**config.mk**
```make
export PLATFORM = sky130hd
export DESIGN_NAME = spi_burst_ctrl
export DESIGN_NICKNAME = d
export VERILOG_FILES = /design/src/rtl/spi_ctrl_pkg.sv /design/src/rtl/spi_sclk_gen.sv /design/src/rtl/spi_burst_ctrl.sv
export SDC_FILE = /design/constraint.sdc
export NUM_CORES = 1
export LEC_CHECK = 0
export CAP_MARGIN = 20
export CELL_PAD_IN_SITES_DETAIL_PLACEMENT = 0
export CELL_PAD_IN_SITES_GLOBAL_PLACEMENT = 2
export CORE_MARGIN = 4
export CORE_UTILIZATION = 29
export CTS_CLUSTER_SIZE = 30
export DETAILED_ROUTE_END_ITERATION = 10
export PLACE_DENSITY_LB_ADDON = 0.1
export SLEW_MARGIN = 10
export SYNTH_ARGS = -nofsm -noshare
export SYNTH_HDL_FRONTEND = slang
export SYNTH_HIERARCHICAL = 1
export SYNTH_SLANG_ARGS = --single-unit
```
**constraint.sdc**
```tcl
create_clock -name clk -period 2.7 [get_ports clk]
set_input_delay 0.405 -clock clk [delete_from_list [all_inputs] [get_ports clk]]
set_output_delay 0.405 -clock clk [all_outputs]
set_load 0.01 [all_outputs]
```
**src/rtl/spi_ctrl_pkg.sv**
```systemverilog
// rtl/spi_ctrl_pkg.sv - shared types and constants for the SPI burst controller
package spi_ctrl_pkg;

    localparam int DATA_W_DEF = 8;
    localparam int ADDR_W_DEF = 3;
    localparam int LEN_W      = 4;

    typedef enum logic [2:0] {
        IDLE  = 3'd0,
        FETCH = 3'd1,
        LOAD  = 3'd2,
        SHIFT = 3'd3,
        NEXT  = 3'd4,
        DONE  = 3'd5
    } state_t;

endpackage

```
**src/rtl/spi_sclk_gen.sv**
```systemverilog
// rtl/spi_sclk_gen.sv - SPI clock divider with rise/fall strobes, held low while disabled
module spi_sclk_gen #(
    parameter int CLK_DIV = 2
) (
    input  logic clk,
    input  logic rst_n,
    input  logic en,
    output logic sclk,
    output logic rise,
    output logic fall
);

    localparam int CNT_W = (CLK_DIV > 1) ? $clog2(CLK_DIV) : 1;
    localparam logic [CNT_W-1:0] CNT_LAST = CNT_W'(CLK_DIV - 1);

    logic [CNT_W-1:0] cnt_q, cnt_d;
    logic             sclk_q, sclk_d;
    logic             wrap;

    // Strobes mark the clk edge on which sclk is about to change level.
    assign wrap = en && (cnt_q == CNT_LAST);
    assign rise = wrap && !sclk_q;
    assign fall = wrap && sclk_q;
    // Gating with en forces sclk low the very cycle the controller leaves SHIFT (abort).
    assign sclk = sclk_q && en;

    // Half-period counter; restarts from low phase whenever disabled.
    always_comb begin
        cnt_d  = cnt_q;
        sclk_d = sclk_q;
        if (!en) begin
            cnt_d  = '0;
            sclk_d = 1'b0;
        end else if (wrap) begin
            cnt_d  = '0;
            sclk_d = !sclk_q;
        end else begin
            cnt_d = cnt_q + CNT_W'(1);
        end
    end

    // Divider state register.
    always_ff @(posedge clk or negedge rst_n) begin
        if (!rst_n) begin
            cnt_q  <= '0;
            sclk_q <= 1'b0;
        end else begin
            cnt_q  <= cnt_d;
            sclk_q <= sclk_d;
        end
    end

endmodule

```
**src/rtl/spi_burst_ctrl.sv**
```systemverilog
// rtl/spi_burst_ctrl.sv - SPI burst sequencer: memory fetch, framing, LSB-first shift; optional RX_WRITEBACK_EN
module spi_burst_ctrl
    import spi_ctrl_pkg::*;
#(
    parameter int DATA_W  = DATA_W_DEF,
    parameter int ADDR_W  = ADDR_W_DEF,
    parameter int CLK_DIV = 2
) (
    input  logic              clk,
    input  logic              rst_n,
    input  logic              start,
    input  logic [ADDR_W-1:0] start_addr,
    input  logic [LEN_W-1:0]  length,
    input  logic              abort,
    output logic              busy,
    output logic              done,
    output logic              host_gnt,
    output logic              mem_rd_en,
    output logic [ADDR_W-1:0] mem_addr,
    input  logic [DATA_W-1:0] mem_rdata,
    output logic              mem_wr_en,
    output logic [DATA_W-1:0] mem_wdata,
    output logic              sclk,
    output logic              mosi,
    input  logic              miso,
    output logic              cs_n
);

    localparam int BIT_W = (DATA_W > 1) ? $clog2(DATA_W) : 1;
    localparam logic [BIT_W-1:0] BIT_LAST = BIT_W'(DATA_W - 1);

    state_t            state_q, state_d;
    logic [ADDR_W-1:0] addr_q, addr_d;
    logic [LEN_W-1:0]  count_q, count_d;
    logic [BIT_W-1:0]  bit_q, bit_d;
    logic [DATA_W-1:0] tx_q, tx_d;
    logic              in_shift;
    logic              sclk_rise;
    logic              sclk_fall;

    assign in_shift = (state_q == SHIFT);

    spi_sclk_gen #(
        .CLK_DIV (CLK_DIV)
    ) u_sclk_gen (
        .clk   (clk),
        .rst_n (rst_n),
        .en    (in_shift),
        .sclk  (sclk),
        .rise  (sclk_rise),
        .fall  (sclk_fall)
    );

    // All control outputs decode the registered state, so reset forces them immediately.
    assign busy      = (state_q != IDLE);
    assign host_gnt  = (state_q == IDLE);
    assign done      = (state_q == DONE);
    assign mem_rd_en = (state_q == FETCH);
    assign mem_addr  = addr_q;
    assign cs_n      = !((state_q == FETCH) || (state_q == LOAD) ||
                         (state_q == SHIFT) || (state_q == NEXT));
    // tx shifts right with zero fill, so mosi rests low once a byte is out.
    assign mosi      = tx_q[0];

    // Next-state and datapath updates; abort overrides everything outside IDLE.
    always_comb begin
        state_d = state_q;
        addr_d  = addr_q;
        count_d = count_q;
        bit_d   = bit_q;
        tx_d    = tx_q;
        case (state_q)
            IDLE: begin
                if (start && !abort) begin
                    addr_d  = start_addr;
                    count_d = length;
                    state_d = (length != '0) ? FETCH : DONE;
                end
            end
            FETCH: state_d = LOAD;
            LOAD: begin
                tx_d    = mem_rdata;
                bit_d   = '0;
                state_d = SHIFT;
            end
            SHIFT: begin
                if (sclk_fall) begin
                    tx_d = tx_q >> 1;
                    if (bit_q == BIT_LAST) begin
                        state_d = NEXT;
                    end else begin
                        bit_d = bit_q + BIT_W'(1);
                    end
                end
            end
            NEXT: begin
                addr_d  = addr_q + ADDR_W'(1);
                count_d = count_q - LEN_W'(1);
                state_d = (count_q != LEN_W'(1)) ? FETCH : DONE;
            end
            DONE:    state_d = IDLE;
            default: state_d = IDLE;
        endcase
        if (abort && (state_q != IDLE)) begin
            state_d = IDLE;
            tx_d    = '0;
        end
    end

    // Sequencer state register.
    always_ff @(posedge clk or negedge rst_n) begin
        if (!rst_n) begin
            state_q <= IDLE;
            addr_q  <= '0;
            count_q <= '0;
            bit_q   <= '0;
            tx_q    <= '0;
        end else begin
            state_q <= state_d;
            addr_q  <= addr_d;
            count_q <= count_d;
            bit_q   <= bit_d;
            tx_q    <= tx_d;
        end
    end

`ifdef RX_WRITEBACK_EN
    logic [DATA_W-1:0] rx_q, rx_d;

    // Capture miso on each sclk rise, LSB first, into the top of the register.
    always_comb begin
        rx_d = rx_q;
        if (in_shift && sclk_rise) begin
            rx_d = {miso, rx_q[DATA_W-1:1]};
        end
    end

    // Receive shift register.
    always_ff @(posedge clk or negedge rst_n) begin
        if (!rst_n) begin
            rx_q <= '0;
        end else begin
            rx_q <= rx_d;
        end
    end

    // addr_q still holds the address just sent while in NEXT.
    assign mem_wr_en = (state_q == NEXT);
    assign mem_wdata = rx_q;
`else
    logic unused_miso;
    assign unused_miso = miso;
    assign mem_wr_en   = 1'b0;
    assign mem_wdata   = '0;
`endif

endmodule

```
==> results of run 1 <==
==> metal layers <==
metal / wire (um) / vias to the layer above / track usage, %
met5: 0 / - / 0
met4: 38 / 0 / 4.64
met3: 147 / 4 / 1.93
met2: 1760 / 28 / 19.5
met1: 1800 / 607 / 17.1
li1: - / 604 / -
==> layout make-up <==
| class | count | area, um2 |
|---|---|---|
| well taps | 67 | 83.8 |
| fillers | 536 | 2990 |
| clock buffers | 4 | 45.0 |
| inverters | 12 | 45.0 |
| repair buffers | 33 | 318 |
| flip-flops and latches | 23 | 576 |
| multi-input cells | 108 | 757 |
==> sequential cells by signal, indices dropped and copies added, names as in the netlist <==
name               cells
count_q                4
state_q                3
u_sclk_gen/cnt_q       1
u_sclk_gen/sclk_q      1
tx_q                   8
mem_addr               3
bit_q                  3
==> worst max-delay path by stage <==
stage / startpoint / endpoint / cells past startpoint / slack, ns
6_report: state_q[1] / cs_n / 4 / 0.35
2_1_floorplan: state_q[1] / state_q[2] / 9 / 0.69
4_1_cts: state_q[1] / cs_n / 4 / 0.36
5_1_grt: state_q[1] / cs_n / 4 / 0.27
3_5_place_dp: state_q[1] / tx_q[2] / 6 / 0.59
3_3_place_gp: state_q[1] / tx_q[2] / 6 / 0.62
==> metrics by stage <==
stage | instances | setup WS (ns) | area, um2 | util, % | power (W)
final | 247 | 0.353 | 1820 | 37.9 | 0.00106
after global routing | 247 | 0.273 | 1820 | 37.9 | 0.00113
after CTS | 247 | 0.356 | 1820 | 37.9 | 0.00107
after detailed placement | 243 | 0.592 | 1780 | 36.9 | 0.000850
after global placement | 243 | 0.617 | 1780 | 36.9 | 0.000843
after floorplan | 163 | 0.694 | 1500 | - | 0.000714
==> report_power, final <==
group          switching [W]  leakage [nW]  total, W  internal [W]
sequential         0.0000741         0.297  0.000489      0.000415
combinational       0.000155         0.463  0.000353      0.000198
clock               0.000111        0.0228  0.000216      0.000105
total               0.000340         0.783   0.00106      0.000718
==> metrics.md, run 1 <==
| Metric | Value |
|---|---|
| DRC | `0` |
| Yosys warns | `6` |
| CP Cell Sequence | `nor3_1 -> inv_1 -> nand2_1 -> clkdlybuf4s50_1` |
| RePlAce Congestion | `0.775` |
| Skew final | `0.00291 ns` |
| Clk Tree Root Cell | `clkbuf_8` |
| IO Pins | `39` |
| Clk sinks | `23` |
| Critical path type | `register to output pin` |
| Internal reg-to-reg setup slack | `0.62 ns` |
| Antenna violations before repair | `0` |
| Clk_lat worst skew | `0.26 ns` |
| Starting Density | `a little under a third` |
| Post CTS Setup Buffer Count | `0` |
| Setup_tns | `0 ns` |
| Final setup viols | `0` |
| Hold_buf cts | `0` |
| Reg2reg start | `state_q[1]` |
| RSZ-0062 raised after global routing | `false` |
| CP endpoint kind | `output pin` |
| Most common cell after layout, fill and taps aside | `clkdlybuf4s50_1` |
| TritonCTS clock tree | `done` |
| GRT Util Overall | `12.4%` |
| Antenna Cells | `0` |
| Largest stage delay, worst path | `0.53 ns` |
| Maximum VDD drop | `0.220 mV` |
| Max stage delay cell, worst path | `clkdlybuf4s50_1` |
| Die width | `a little under 80 um` |
| Max-slew headroom | `57.8%` |
| Via density | `5.03` |
| PwrDens | `580 mW/mm2` |
| Dpl hpwl | `2620 um` |
| Die H | `approximately 79 um` |
| Area growth from synthesis to layout | `23.8%` |
| Proportion of layout cells with a drive suffix above 1 | `11.7%` |
| Vias in the first global route | `1269` |
| Initial DRC Count | `41` |
| Largest net degree at the start of global routing | `26` |
| H-tree depth | `1` |
| Mapped cell area | `0.00147 mm2` |
| Wire per inst | `between 15 and 20 um` |
| Fin crit share | `86.9%` |
| FF-to-FF End | `tx_q[2]` |
| DIE AREA | `0.00629 mm2` |
| Status | `completed` |
| Worst setup SP type | `register` |
| Worst Path Required | `2.30 ns` |
| Synthesized netlist cell count | `155` |
| Lkg Pwr | `0.783 nW` |
| Clock buffer depth | `2` |
| Hold Vio Cnt, Final | `0` |
| Rows | `25` |
| CP bufs+invs | `2` |
| Via Count | `1243` |
| Worst Path Max Fanout | `12` |
| Slew @ Worst Pin | `0.631 ns` |
| Fmax | `around 430 MHz` |
| Post-layout min period | `2.35 ns` |
| HP Class | `primary input to asynchronous set/reset pin` |
| Delay-heaviest family, CP | `buffers and inverters` |
| Core Box Area | `roughly 0.0048 mm2` |
| Nets | `around 210` |
| Max_cap viols | `0` |
| Final Max Slew Viols | `0` |
| Drt pass-1 iters | `4` |
| Num CTS Buffers | `3` |
| DRT antenna net count | `0` |
| GR Overflow Total | `0` |
| Final wirelength | `3750 um` |
| Syn avg cell area | `9.51 um2` |
| R2R cell count | `6` |
| Crit path DAT | `1.94 ns` |
| Most frequent cells in the layout | `28 x clkdlybuf4s50_1, 23 x dfrtp_1, 15 x nor2_1` |
| First-pass GRT wire length | `a little over 6000 um` |
| I/O Buffers | `28` |
| Post-CTS Resized | `0` |
| Worst-case hold slack | `between 0.5 and 0.6 ns` |
| Clk slew on worst S/H paths | `0.08 ns` |
Power figures use the tool's default switching activity.
==> inputs of run 2 (changes only) <==
--- a/config.mk
+++ b/config.mk
@@ -8,7 +8,8 @@
 export CAP_MARGIN = 20
 export CELL_PAD_IN_SITES_DETAIL_PLACEMENT = 0
 export CELL_PAD_IN_SITES_GLOBAL_PLACEMENT = 2
-export CORE_MARGIN = 4
+export CORE_ASPECT_RATIO = 0.8
+export CORE_MARGIN = 1.5
 export CORE_UTILIZATION = 29
 export CTS_CLUSTER_SIZE = 30
 export DETAILED_ROUTE_END_ITERATION = 10
==> metrics.md, run 2 (same netlist as run 1, synthesis figures left out) <==
| Metric | Value |
|---|---|
| Status | `completed (unchanged)` |
| CP bufs+invs | `2 (unchanged)` |
| Dpl hpwl | `2500 um (was 2620 um)` |
| Max-slew headroom | `57.3% (was 57.8%)` |
| Final wirelength | `3700 um (was 3750 um)` |
| Initial DRC Count | `75 (was 41)` |
| Worst setup SP type | `register (unchanged)` |
| HP Class | `primary input to asynchronous set/reset pin (unchanged)` |
| Area growth from synthesis to layout | `23.3% (was 23.8%)` |
| Fin crit share | `88.0% (was 86.9%)` |
| CP Cell Sequence | `nor3_1 -> inv_1 -> nand2_1 -> clkdlybuf4s50_1 (unchanged)` |
| DRT antenna net count | `0 (unchanged)` |
| TritonCTS clock tree | `done (unchanged)` |
| Skew final | `0.00704 ns (was 0.00291 ns)` |
| Vias in the first global route | `1163 (was 1269)` |
| Post-layout min period | `2.38 ns (was 2.35 ns)` |
| Most flop-heavy register | `tx_q (unchanged)` |
| Drt pass-1 iters | `4 (unchanged)` |
| Regs by FF count | `tx_q: 8 flops, count_q: 4 flops (unchanged)` |
| Post CTS Setup Buffer Count | `0 (unchanged)` |
| Clk slew on worst S/H paths | `0.09 ns (was 0.08 ns)` |
| PwrDens | `590 mW/mm2 (was 580 mW/mm2)` |
| Final setup viols | `0 (unchanged)` |
| Hold_buf cts | `0 (unchanged)` |
| Slew @ Worst Pin | `0.637 ns (was 0.631 ns)` |
| Most common cell after layout, fill and taps aside | `clkdlybuf4s50_1 (unchanged)` |
| Worst Path Max Fanout | `10 (was 12)` |
| FF-to-FF End | `tx_q[2] (unchanged)` |
| Fillers | `491 (was 536)` |
| Worst Path Required | `2.30 ns (about the same)` |
| CP endpoint kind | `output pin (unchanged)` |
| Most Used Layer, Global Route | `met1 (was met2)` |
| Antenna violations before repair | `0 (unchanged)` |
| Met1 usage | `21.8% (was 17.1%)` |
| Max reg flops | `8 (unchanged)` |
| Reg2reg start | `state_q[2] (was state_q[1])` |
| Setup_tns | `0 ns (unchanged)` |
| Final Max Slew Viols | `0 (unchanged)` |
| Starting Density | `31.1% (was 30.6%)` |
| I/O Buffers | `28 (unchanged)` |
| Largest stage delay, worst path | `0.53 ns (about the same)` |
| GR Overflow Total | `0 (unchanged)` |
| Clk_lat worst skew | `0.27 ns (was 0.26 ns)` |
| Via density | `5.25 (was 5.03)` |
| Num CTS Buffers | `3 (unchanged)` |
| Clk Tree Root Cell | `clkbuf_8 (unchanged)` |
| Fmax | `421 MHz (was 426 MHz)` |
| Post-CTS Resized | `0 (unchanged)` |
| Via Count | `1261 (was 1243)` |
| Crit path DAT | `1.97 ns (was 1.94 ns)` |
| Hold Vio Cnt, Final | `0 (unchanged)` |
| DRC | `0 (unchanged)` |
| Tot Pwr | `0.00107 W (was 0.00106 W)` |
| Met3 Use GR | `3.56% (was 1.93%)` |
| Maximum VDD drop | `0.235 mV (was 0.220 mV)` |
| Core Box Area | `0.00473 mm2 (was 0.00482 mm2)` |
| Max stage delay cell, worst path | `clkdlybuf4s50_1 (unchanged)` |
| DIE AREA | `0.00552 mm2 (was 0.00629 mm2)` |
| First-pass GRT wire length | `6080 um (was 6220 um)` |
| Max_cap viols | `0 (unchanged)` |
| Clock buffer depth | `2 (unchanged)` |
| Largest net degree at the start of global routing | `32 (was 26)` |
| Internal reg-to-reg setup slack | `0.52 ns (was 0.62 ns)` |
| GRT Util Overall | `14.6% (was 12.4%)` |
| Lkg Pwr | `0.786 nW (was 0.783 nW)` |
| Most frequent cells in the layout | `28 x clkdlybuf4s50_1, 23 x dfrtp_1, 15 x nor2_1 (unchanged)` |
| Delay-heaviest family, CP | `buffers and inverters (unchanged)` |
| Rows | `22 (was 25)` |
| RePlAce Congestion | `0.790 (was 0.775)` |
| H-tree depth | `1 (unchanged)` |
| Clk sinks | `23 (unchanged)` |
| Die width | `82.7 um (was 79.3 um)` |
| Proportion of layout cells with a drive suffix above 1 | `12.2% (was 11.7%)` |
| Wire per inst | `15.4 um (was 15.2 um)` |
| Die H | `66.8 um (was 79.3 um)` |
| Met2 Use GR | `21.4% (was 19.5%)` |
| Nets | `206 (unchanged)` |
| Critical path type | `register to output pin (unchanged)` |
| Antenna Cells | `0 (unchanged)` |
| R2R cell count | `6 (unchanged)` |
| RSZ-0062 raised after global routing | `false (unchanged)` |
| IO Pins | `39 (unchanged)` |
==> run 2: cell count changes in the layout (fill, tap and decap cells not counted), sizes merged <==
cell	previous run	this run
clkbuf	4	3
clkinv	0	1
==> run 2: how the worst max path moves through the flow <==
stage          startpoint          to  slack (ns)  cells after the start
6_report       state_q[2]        cs_n        0.32                      4
5_1_grt        state_q[2]        cs_n        0.24                      4
4_1_cts        state_q[2]        cs_n        0.33                      4
3_5_place_dp   state_q[2]     tx_q[2]        0.57                      6
3_3_place_gp   state_q[2]     tx_q[2]        0.62                      6
2_1_floorplan  state_q[1]  state_q[2]        0.69                      9
==> run 2: layer usage <==
layer,share of wire [%],wire length [um]
met5,0,0
met4,0.49,18
met3,5.8,213
met2,42,1560
met1,52,1910
==> run 2: layout make-up <==
type                            instances  area, um2  area share, %
Multi-Input combinational cell        108        757           41.7
Inverter                               12       45.0           2.48
Timing Repair Buffer                   33        318           17.5
Sequential cell                        23        576           31.7
Clock buffer                            3       41.3           2.27
Tap cell                               60       75.1           4.13
Clock inverter                          1       5.00          0.275
==> run 2: power breakdown <==
group,leakage [nW],internal [W],switching (W)
clock,0.0255,0.000103,0.000124
combinational,0.463,0.000198,0.000162
sequential,0.297,0.000415,0.0000701
total,0.786,0.000716,0.000356
==> run 2: through the flow <==
step	setup slack [ns]	cell area, um2	util, %	std cells	hold slack (ns)
floorplan	0.694	1500	-	163	0.109
global placement	0.621	1770	37.4	236	0.520
detailed placement	0.571	1770	37.4	236	0.531
CTS	0.335	1820	38.4	240	0.506
global route	0.243	1820	38.4	240	0.532
finish	0.325	1820	38.4	240	0.487
==> inputs of run 3 (changes only) <==
--- a/config.mk
+++ b/config.mk
@@ -14,6 +14,7 @@
 export CTS_CLUSTER_SIZE = 30
 export DETAILED_ROUTE_END_ITERATION = 10
 export PLACE_DENSITY_LB_ADDON = 0.1
+export RECOVER_POWER = 100
 export SLEW_MARGIN = 10
 export SYNTH_ARGS = -nofsm -noshare
 export SYNTH_HDL_FRONTEND = slang
==> metrics.md, run 3 (same netlist as run 1, synthesis figures left out) <==
| Metric | Value |
|---|---|
| Tot Pwr | `0.00105 W (was 0.00107 W)` |
| Largest net degree at the start of global routing | `32 (unchanged)` |
| Via density | `5.25 (unchanged)` |
| Post-CTS Resized | `0 (unchanged)` |
| Regs by FF count | `tx_q: 8 flops, count_q: 4 flops (unchanged)` |
| Worst Path Required | `2.30 ns (about the same)` |
| Antenna Cells | `0 (unchanged)` |
| Setup_tns | `0 ns (unchanged)` |
| RePlAce Congestion | `0.790 (unchanged)` |
| Hold Vio Cnt, Final | `0 (unchanged)` |
| Dpl hpwl | `2500 um (unchanged)` |
| Most flop-heavy register | `tx_q (unchanged)` |
| Int Pwr | `0.000703 W (was 0.000716 W)` |
| Core Box Area | `0.00473 mm2 (unchanged)` |
| Psw | `0.000351 W (was 0.000356 W)` |
| CP endpoint kind | `output pin (unchanged)` |
| Most frequent cells in the layout | `23 x dfrtp_1, 18 x clkdlybuf4s50_1, 15 x nor2_1 (was 28 x clkdlybuf4s50_1, 23 x dfrtp_1, 15 x nor2_1)` |
| Met3 Wirelength | `194 um (was 213 um)` |
| H-tree depth | `1 (unchanged)` |
| Clk_lat worst skew | `0.27 ns (about the same)` |
| Post-layout min period | `2.44 ns (was 2.38 ns)` |
| Post CTS Setup Buffer Count | `0 (unchanged)` |
| Final Max Slew Viols | `0 (unchanged)` |
| Fin crit share | `90.3% (was 88.0%)` |
| Lkg Pwr | `0.790 nW (was 0.786 nW)` |
| Hold path startpoint | `bit_q[2]` |
| HP Class | `register to register (was primary input to asynchronous set/reset pin)` |
| TritonCTS clock tree | `done (unchanged)` |
| Met2 wire length | `1530 um (was 1560 um)` |
| Fin util | `38.1% (was 38.4%)` |
| DRC | `0 (unchanged)` |
| Wire length on met1 | `1950 um (was 1910 um)` |
| Sequential share of power | `45.9% (was 45.2%)` |
| Largest stage delay, worst path | `0.63 ns (was 0.53 ns)` |
| Rows | `22 (unchanged)` |
| Nets | `206 (unchanged)` |
| Worst-case hold slack | `0.555 ns (was 0.487 ns)` |
| Max-slew headroom | `9.20% (was 57.3%)` |
| Status | `completed (unchanged)` |
| Reg2reg start | `state_q[2] (unchanged)` |
| Final wirelength | `3690 um (was 3700 um)` |
| Drt pass-1 iters | `4 (unchanged)` |
| Skew final | `0.0111 ns (was 0.00704 ns)` |
| Num CTS Buffers | `3 (unchanged)` |
| Starting Density | `31.1% (unchanged)` |
| Max reg flops | `8 (unchanged)` |
| Proportion of layout cells with a drive suffix above 1 | `10.6% (was 12.2%)` |
| GRT Util Overall | `14.6% (unchanged)` |
| Die width | `82.7 um (unchanged)` |
| Clk slew on worst S/H paths | `0.10 ns (was 0.09 ns)` |
| Max stage delay cell, worst path | `dlygate4sd3_1 (was clkdlybuf4s50_1)` |
| Vias in the first global route | `1163 (unchanged)` |
| Fmax | `410 MHz (was 421 MHz)` |
| Critical path type | `register to output pin (unchanged)` |
| Crit path DAT | `2.03 ns (was 1.97 ns)` |
| GR Overflow Total | `0 (unchanged)` |
| Via Count | `1261 (unchanged)` |
| Area growth from synthesis to layout | `22.3% (was 23.3%)` |
| Max_cap viols | `0 (unchanged)` |
| RSZ-0062 raised after global routing | `false (unchanged)` |
| DIE AREA | `0.00552 mm2 (unchanged)` |
| DRT antenna net count | `0 (unchanged)` |
| Power share of the combinational group | `32.9% (was 33.6%)` |
| Clock buffer depth | `2 (unchanged)` |
| CP Cell Sequence | `clkbuf_2 -> nor3b_1 -> dlygate4sd3_1 (was nor3_1 -> inv_1 -> nand2_1 -> clkdlybuf4s50_1)` |
| Clk sinks | `23 (unchanged)` |
| Most common cell after layout, fill and taps aside | `dfrtp_1 (was clkdlybuf4s50_1)` |
| Switch share | `33.3% (was 33.2%)` |
| First-pass GRT wire length | `6080 um (unchanged)` |
| Highest Signal Layer | `met4 (unchanged)` |
| PwrDens | `585 mW/mm2 (was 590 mW/mm2)` |
| Worst Path Max Fanout | `31 (was 10)` |
| Wire per inst | `15.4 um (about the same)` |
| Maximum VDD drop | `0.233 mV (was 0.235 mV)` |
| Die H | `66.8 um (unchanged)` |
| Antenna violations before repair | `0 (unchanged)` |
| Initial DRC Count | `75 (unchanged)` |
| Worst Setup SP | `state_q[0] (was state_q[2])` |
| Clk network pwr share | `21.2% (about the same)` |
| Placed insts | `236 (unchanged)` |
| I/O Buffers | `28 (unchanged)` |
| Slew @ Worst Pin | `1.36 ns (was 0.637 ns)` |
| IO Pins | `39 (unchanged)` |
| Non-filler cells, final | `240 (unchanged)` |
| Worst setup SP type | `register (unchanged)` |
| Hold_buf cts | `0 (unchanged)` |
| Final setup viols | `0 (unchanged)` |
| Clk Tree Root Cell | `clkbuf_8 (unchanged)` |
## run 3: cell count changes in the layout (fill, tap and decap cells not counted), sizes merged
cell | previous run | this run
buf | 5 | 2
dlygate4sd3 | 0 | 10
clkdlybuf4s50 | 28 | 18
clkbuf | 3 | 6
## run 3: worst max-delay path, delay by kind of cell, from the launching register on
kind	cells	cell delay, ns
buffers and inverters	2	1.12
flip-flops	1	0.38
AND/OR/NAND/NOR	1	0.25
## run 3: cell type report
cell class / instances / area, um2
clock inverter: 1 / 5.00
fill: 496 / 2930
timing repair buffer: 33 / 308
tap: 60 / 75.1
inverter: 12 / 45.0
multi-input combinational: 108 / 753
clock buffer: 3 / 41.3
sequential: 23 / 576
## run 3: power by group through the flow
stage          clock network (W)  logic [W]  registers (W)
2_1_floorplan                  0   0.000233       0.000482
3_3_place_gp                   0   0.000359       0.000486
3_5_place_dp                   0   0.000362       0.000490
4_1_cts                 0.000231   0.000363       0.000484
5_1_grt                 0.000247   0.000386       0.000496
6_report                0.000224   0.000347       0.000484
## run 3: worst paths after layout
| kind | to | slack [ns] | depth (start not counted) |
|---|---|---|---|
| max | mem_rd_en | 0.26 | 3 |
| min | bit_q[2] | 0.55 | 1 |
| max reg2reg | tx_q[2] | 0.46 | 6 |
| min reg2reg | bit_q[2] | 0.55 | 1 |
| max in group asynchronous | tx_q[5] | 0.93 | 2 |
| min in group asynchronous | count_q[2] | 0.96 | 2 |
## run 3: metal layers
layer / track usage [%] / up-vias
met2: 21.4 / 37
met4: 1.88 / 0
met3: 3.56 / 2
met1: 21.8 / 617
met5: 0 / -
li1: - / 605
## run 3: per-stage QoR
stage                     setup slack [ns]  area (um2)
after floorplan                      0.694        1500
after global placement               0.621        1770
after detailed placement             0.571        1770
after CTS                            0.335        1820
after global routing                 0.123        1800
final                                0.261        1800
